==> config.mk <==
export PLATFORM = sky130hd
export DESIGN_NAME = aes_key_sched_ctrl
export DESIGN_NICKNAME = d
export VERILOG_FILES = /design/src/rtl/aes_key_sched_ctrl.sv
export SDC_FILE = /design/constraint.sdc
export NUM_CORES = 2
export LEC_CHECK = 0
export BUFFER_PORTS_ARGS = -buffer_cell sky130_fd_sc_hd__clkbuf_2
export CELL_PAD_IN_SITES_DETAIL_PLACEMENT = 2
export CELL_PAD_IN_SITES_GLOBAL_PLACEMENT = 2
export CORE_ASPECT_RATIO = 0.5
export CORE_MARGIN = 1
export CORE_UTILIZATION = 38
export CTS_BUF_LIST = sky130_fd_sc_hd__clkbuf_4 sky130_fd_sc_hd__clkbuf_8
export DETAILED_ROUTE_END_ITERATION = 10
export PLACE_DENSITY = 0.67
export SETUP_SLACK_MARGIN = 0.02
export SYNTH_ARGS = -nofsm -noshare
export SYNTH_HDL_FRONTEND = slang
export SYNTH_SLANG_ARGS = --single-unit
==> constraint.sdc <==
create_clock -name clk_g -period 18.2 [get_ports clk_g]
set_clock_uncertainty 0.15 [all_clocks]
set_input_delay 0.91 -clock clk_g [delete_from_list [all_inputs] [get_ports clk_g]]
set_output_delay 0.91 -clock clk_g [all_outputs]
set_load 0.02 [all_outputs]
==> src/rtl/aes_key_sched_ctrl.sv <==
// aes_key_sched_ctrl
//   Sequencer and round-key cache for the AES-256 key expander. A start pulse walks the
//   expander through round indices 0..NUM_RK-1. The expander enable stays high for the whole
//   handshake of every round. Each returned round key is captured into a local buffer. Once all
//   keys are cached, the buffer serves single-cycle-latency reads to the cipher datapath.
//
//   Optional feature: define KS_ZEROIZE_EN to clear the buffer (one entry per cycle) after
//   reset, before every expansion, and before settling in the error state.
//
// Ports
//   clk_g         clock (gated upstream)
//   rst_n         asynchronous active-low reset
//   start_i       one-cycle pulse, begin a new expansion (ignored while busy_o)
//   ks_en_o       expander enable
//   ks_round_o    round index driven to the expander
//   ks_ready_i    expander ready pulse; ks_key_i is valid on the following cycle
//   ks_key_i      expander round-key output
//   rk_req_i      round-key read request
//   rk_idx_i      round-key index to read
//   rk_valid_o    read data valid (one cycle after rk_req_i)
//   rk_o          read data (zero on a miss, held when idle)
//   rk_miss_o     one-cycle pulse, request could not be served
//   keys_valid_o  all NUM_RK keys cached
//   busy_o        expansion in progress
//   err_o         sticky expander timeout
module aes_key_sched_ctrl #(
  parameter int unsigned NUM_RK  = 15,
  parameter int unsigned KW      = 128,
  parameter int unsigned TIMEOUT = 64
) (
  input  logic          clk_g,
  input  logic          rst_n,
  input  logic          start_i,
  output logic          ks_en_o,
  output logic [3:0]    ks_round_o,
  input  logic          ks_ready_i,
  input  logic [KW-1:0] ks_key_i,
  input  logic          rk_req_i,
  input  logic [3:0]    rk_idx_i,
  output logic          rk_valid_o,
  output logic [KW-1:0] rk_o,
  output logic          rk_miss_o,
  output logic          keys_valid_o,
  output logic          busy_o,
  output logic          err_o
);

  localparam int unsigned WaitW = (TIMEOUT > 2) ? $clog2(TIMEOUT) : 1;
  localparam logic [3:0] LastRk = 4'(NUM_RK - 1);
  localparam logic [WaitW-1:0] WaitLast = WaitW'(TIMEOUT - 1);

  typedef enum logic [2:0] {
    StIdle, StIssue, StWait, StCapture, StDone, StErr, StZero
  } state_e;

  state_e           state_q;
  logic [3:0]       round_q;
  logic [WaitW-1:0] wait_q;
  logic [KW-1:0]    buffer [NUM_RK];
  logic             rd_hit;

`ifdef KS_ZEROIZE_EN
  logic [3:0] zero_q;
  state_e     ret_q;  // where ZERO goes once the last entry is cleared
`endif

  assign ks_round_o = round_q;

  always_ff @(posedge clk_g or negedge rst_n) begin
    if (!rst_n) begin
`ifdef KS_ZEROIZE_EN
      state_q <= StZero;
      zero_q  <= '0;
      ret_q   <= StIdle;
`else
      state_q <= StIdle;
`endif
      round_q      <= '0;
      wait_q       <= '0;
      ks_en_o      <= 1'b0;
      busy_o       <= 1'b0;
      keys_valid_o <= 1'b0;
      err_o        <= 1'b0;
    end else begin
      unique case (state_q)
        StIdle, StDone, StErr: begin
          if (start_i) begin
            keys_valid_o <= 1'b0;
            err_o        <= 1'b0;
            round_q      <= '0;
            busy_o       <= 1'b1;
`ifdef KS_ZEROIZE_EN
            state_q <= StZero;
            zero_q  <= '0;
            ret_q   <= StIssue;
`else
            state_q <= StIssue;
            ks_en_o <= 1'b1;
`endif
          end
        end
        StIssue: begin
          wait_q  <= '0;
          state_q <= StWait;
        end
        StWait: begin
          if (ks_ready_i) begin
            state_q <= StCapture;
          end else if (wait_q == WaitLast) begin
            ks_en_o <= 1'b0;
`ifdef KS_ZEROIZE_EN
            state_q <= StZero;
            zero_q  <= '0;
            ret_q   <= StErr;
`else
            state_q <= StErr;
            err_o   <= 1'b1;
            busy_o  <= 1'b0;
`endif
          end else begin
            wait_q <= wait_q + 1'b1;
          end
        end
        StCapture: begin
          if (round_q == LastRk) begin
            state_q      <= StDone;
            keys_valid_o <= 1'b1;
            busy_o       <= 1'b0;
            ks_en_o      <= 1'b0;
          end else begin
            // Enable stays high across the round boundary
            round_q <= round_q + 4'd1;
            state_q <= StIssue;
          end
        end
`ifdef KS_ZEROIZE_EN
        StZero: begin
          if (zero_q == LastRk) begin
            state_q <= ret_q;
            if (ret_q == StIssue) begin
              ks_en_o <= 1'b1;
            end else begin
              busy_o <= 1'b0;
              err_o  <= (ret_q == StErr);
            end
          end else begin
            zero_q <= zero_q + 4'd1;
            busy_o <= 1'b1;
          end
        end
`endif
        default: state_q <= StIdle;
      endcase
    end
  end

  // Key storage carries no reset; contents are only trusted once keys_valid_o is set
  always_ff @(posedge clk_g) begin
    if (state_q == StCapture) begin
      buffer[round_q] <= ks_key_i;
`ifdef KS_ZEROIZE_EN
    end else if (state_q == StZero) begin
      buffer[zero_q] <= '0;
`endif
    end
  end

  // Read port, independent of the sequencer
  assign rd_hit = rk_req_i && keys_valid_o && (rk_idx_i <= LastRk);

  always_ff @(posedge clk_g or negedge rst_n) begin
    if (!rst_n) begin
      rk_valid_o <= 1'b0;
      rk_miss_o  <= 1'b0;
      rk_o       <= '0;
    end else begin
      rk_valid_o <= rd_hit;
      rk_miss_o  <= rk_req_i && !rd_hit;
      if (rd_hit) begin
        rk_o <= buffer[rk_idx_i];
      end else if (rk_req_i) begin
        rk_o <= '0;
      end
    end
  end

endmodule

==> run metrics <==
outcome finished, final reports clean; Syn Area/Cell between 20 and 25 µm²; CP Max Fanout around 110; DRT iter0 DRCs 3455; Hold Vio Cnt, Final 0; register area share after synthesis roughly four fifths; post-synth net total 3801; final setup violation count 0; Worst-Skew Late Latency ~1100 ps; clk slew on worst S/H paths 70 ps; #FFs+latches synth between 2000 and 2500; via count a little under 40000; worst rel slew slack 15.7%; critical path's top delay family buffers and inverters; grt ovf 0; RSZ-0062 raised after global routing false; Core ar. 204000 µm²; Worst EP arrival approximately 5700 ps; global-route wire length before repair ~330 mm; post-DP HPWL ~120 mm; Die W about 640 µm; CTS Root Cell clkbuf_8; total die area about 210000 µm²; Initial Utilization about two fifths; Final TNS setup 0 ps; Startpoint Class input pin; Final Slew Violations 0; Cell Area, Synth 78000 µm²; crit path kind in2reg; Post-synth top flop edfxtp_1; period utilization roughly 28%; total clock sinks approximately 2100; Yosys warning count 0; number of flops mapped to enable cells by yosys between 1500 and 2000; Hold WC Path Type in2reg; input/output buffers roughly 270; CP required approximately 19000 ps; f_max 0.199 GHz; Max Cap Violations 0; largest net degree at the start of global routing roughly 180; chip height about 320 µm; initial antenna violation count 28; Final ANT Viol Nets 0; worst path buffer plus inverter count 5; Peak VDD IR a little over 0.07 mV; CP endpoint kind register; measured slew at the worst slew-check pin around 1300 ps; GRT Util Overall approximately 22%; drt wl/cell 32.7 µm; Leak between 0.02 and 0.03 µW; placed insts between 6000 and 7000; DR DRC count 0; Async SR Flop Fraction about 7.1%; DR pass1 iterations 8; Fill cells approximately 19000; routability cong. 0.715; total wire length between 200 and 250 mm; CP peak stage delay 800 ps; row count 117; crit path cell chain buf_8, buf_12, buf_12, buf_4, buf_4, mux4_2, a22oi_1, o221ai_1; non-filler cells in the finished layout between 7000 and 8000; CP max-delay cell buf_4; P per Cell Area 112 nW/µm²; DR vias/cell 5.56; clock buffer depth 4; H-tree depth 5; num ports approximately 280; share of cells above drive strength 1 29.5%; CTS Buf Count approximately 320; synth-to-layout area growth 13.9%; Mapped Cells 3659; CTS tree done; Final Net Count roughly 4300; vias in the first global route 44042; Tmin final approximately 5000 ps; Distinct cells, synth 46
[power by group]
part	total (µW)	switching [µW]	internal (µW)
Sequential	5430	58.9	5370
Clock	3960	1870	2100
Combinational	583	394	189
[per-layer routing]
layer	wire length, µm	GRT usage, %
met2	120000	38.5
met3	10800	3.71
met4	7670	9.04
met1	94700	28.2
met5	36	0
[cell type report]
class	instances	area, µm²	share of cell area, %
clock inverters	52	250	0.282
clock buffers	508	6030	6.79
well taps	2737	3420	3.85
multi-input cells	1257	15200	17.1
inverters	132	495	0.558
flip-flops and latches	2066	61300	69.0
diodes	24	60.1	0.0676
repair buffers	350	2100	2.36
[cell usage after synthesis (3+ instances only)]
cell	count	area [µm²]
edfxtp_1	1920	57700
mux2i_1	259	2590
o221ai_2	5	75.1
nor3_1	4	20.0
ha_1	5	62.6
mux4_2	383	8630
xor2_1	3	26.3
nor3b_1	5	37.5
a21oi_1	5	25.0
o21ai_0	3	15.0
buf_6	18	203
clkbuf_1	72	270
dfrtp_1	146	3650
nand3_1	6	30.0
nand3b_1	6	45.0
buf_4	23	173
buf_2	72	360
nand2_1	137	514
inv_1	132	495
o211ai_1	5	37.5
o221ai_1	123	1080
buf_1	19	71.3
and3_1	3	18.8
nor2_1	9	33.8
a22oi_1	128	961
o21ai_1	131	656
and2_1	14	87.6
[flip-flops by register name, summed over array words and instances (netlist names)]
signal / flops
state_q: 3
rk_o: 128
buffer: 1920
rk_miss_o: 1
keys_valid_o: 1
wait_q: 6
err_o: 1
rk_valid_o: 1
busy_o: 1
ks_round_o: 4
[final timing paths]
kind / slack [ps] / from / depth (start not counted) / to
max in group asynchronous: 16340 / rst_n / 3 / rk_o[97]
hold reg to reg: 400 / err_o / 2 / err_o
setup reg to reg: 13510 / state_q[0] / 6 / buffer[13][18]
setup / recovery: 13170 / rk_idx_i[0] / 8 / rk_o[92]
min in group asynchronous: 280 / rst_n / 2 / rk_o[32]
hold / removal: 80 / ks_key_i[9] / 1 / buffer[12][9]
[cells in the final DEF, fill, tap and decap left out, drive strengths merged, types with 3 or more instances in the layout]
cell,Yosys,final
a21oi,5,5
nand3b,6,6
o211ai,5,5
nor3,4,4
inv,132,135
edfxtp,1920,1920
dlygate4sd3,0,3
mux2i,259,259
buf,132,78
clkinvlp,0,5
nand3,6,6
clkinv,0,44
nor2,9,9
mux4,383,383
and3,3,3
xor2,3,3
dfrtp,146,146
o221ai,128,128
a22oi,128,128
diode,0,24
nor3b,5,5
o21ai,134,134
nand2,137,137
and2,14,14
clkbuf,72,777
ha,5,5
[through the flow]
stage                     utilization [%]  hold WS [ps]  instance area, µm²  setup WS [ps]  total power, µW
after global placement               40.5           361               82500          12060             6070
final                                43.6          75.9               88800          13170             9980
after global routing                 43.6          53.2               88800          12670            10300
after CTS                            43.6          3.91               88800          13040            10100
after floorplan                         -           372               78000          11120             5850
after detailed placement             40.5           383               82500          12010             6120
[what timing repair did]
item                                   in CTS  in global routing
buffers inserted                            0                  0
hold buffers                                3                  0
setup endpoints to repair                   0                  0
resized for setup                           0                  0
endpoints found under the hold margin      74                  0
[kinds of logic (layout without fill, tap and decap cells)]
family / after synthesis / in the layout / share of synthesized area (%)
DFF: 2066 / 2066 / 78.6
muxes: 643 / 643 / 14.4
AOI/OAI and AO/OA: 409 / 409 / 3.74
buffers and inverters: 336 / 1042 / 2.02
and+or+nand+nor: 197 / 197 / 1.13
adders and majority gates: 5 / 5 / 0.0802
xor gates and xnor gates: 3 / 3 / 0.0337
other: 0 / 24 / 0
No activity file was read; power rests on OpenSTA's default activity.
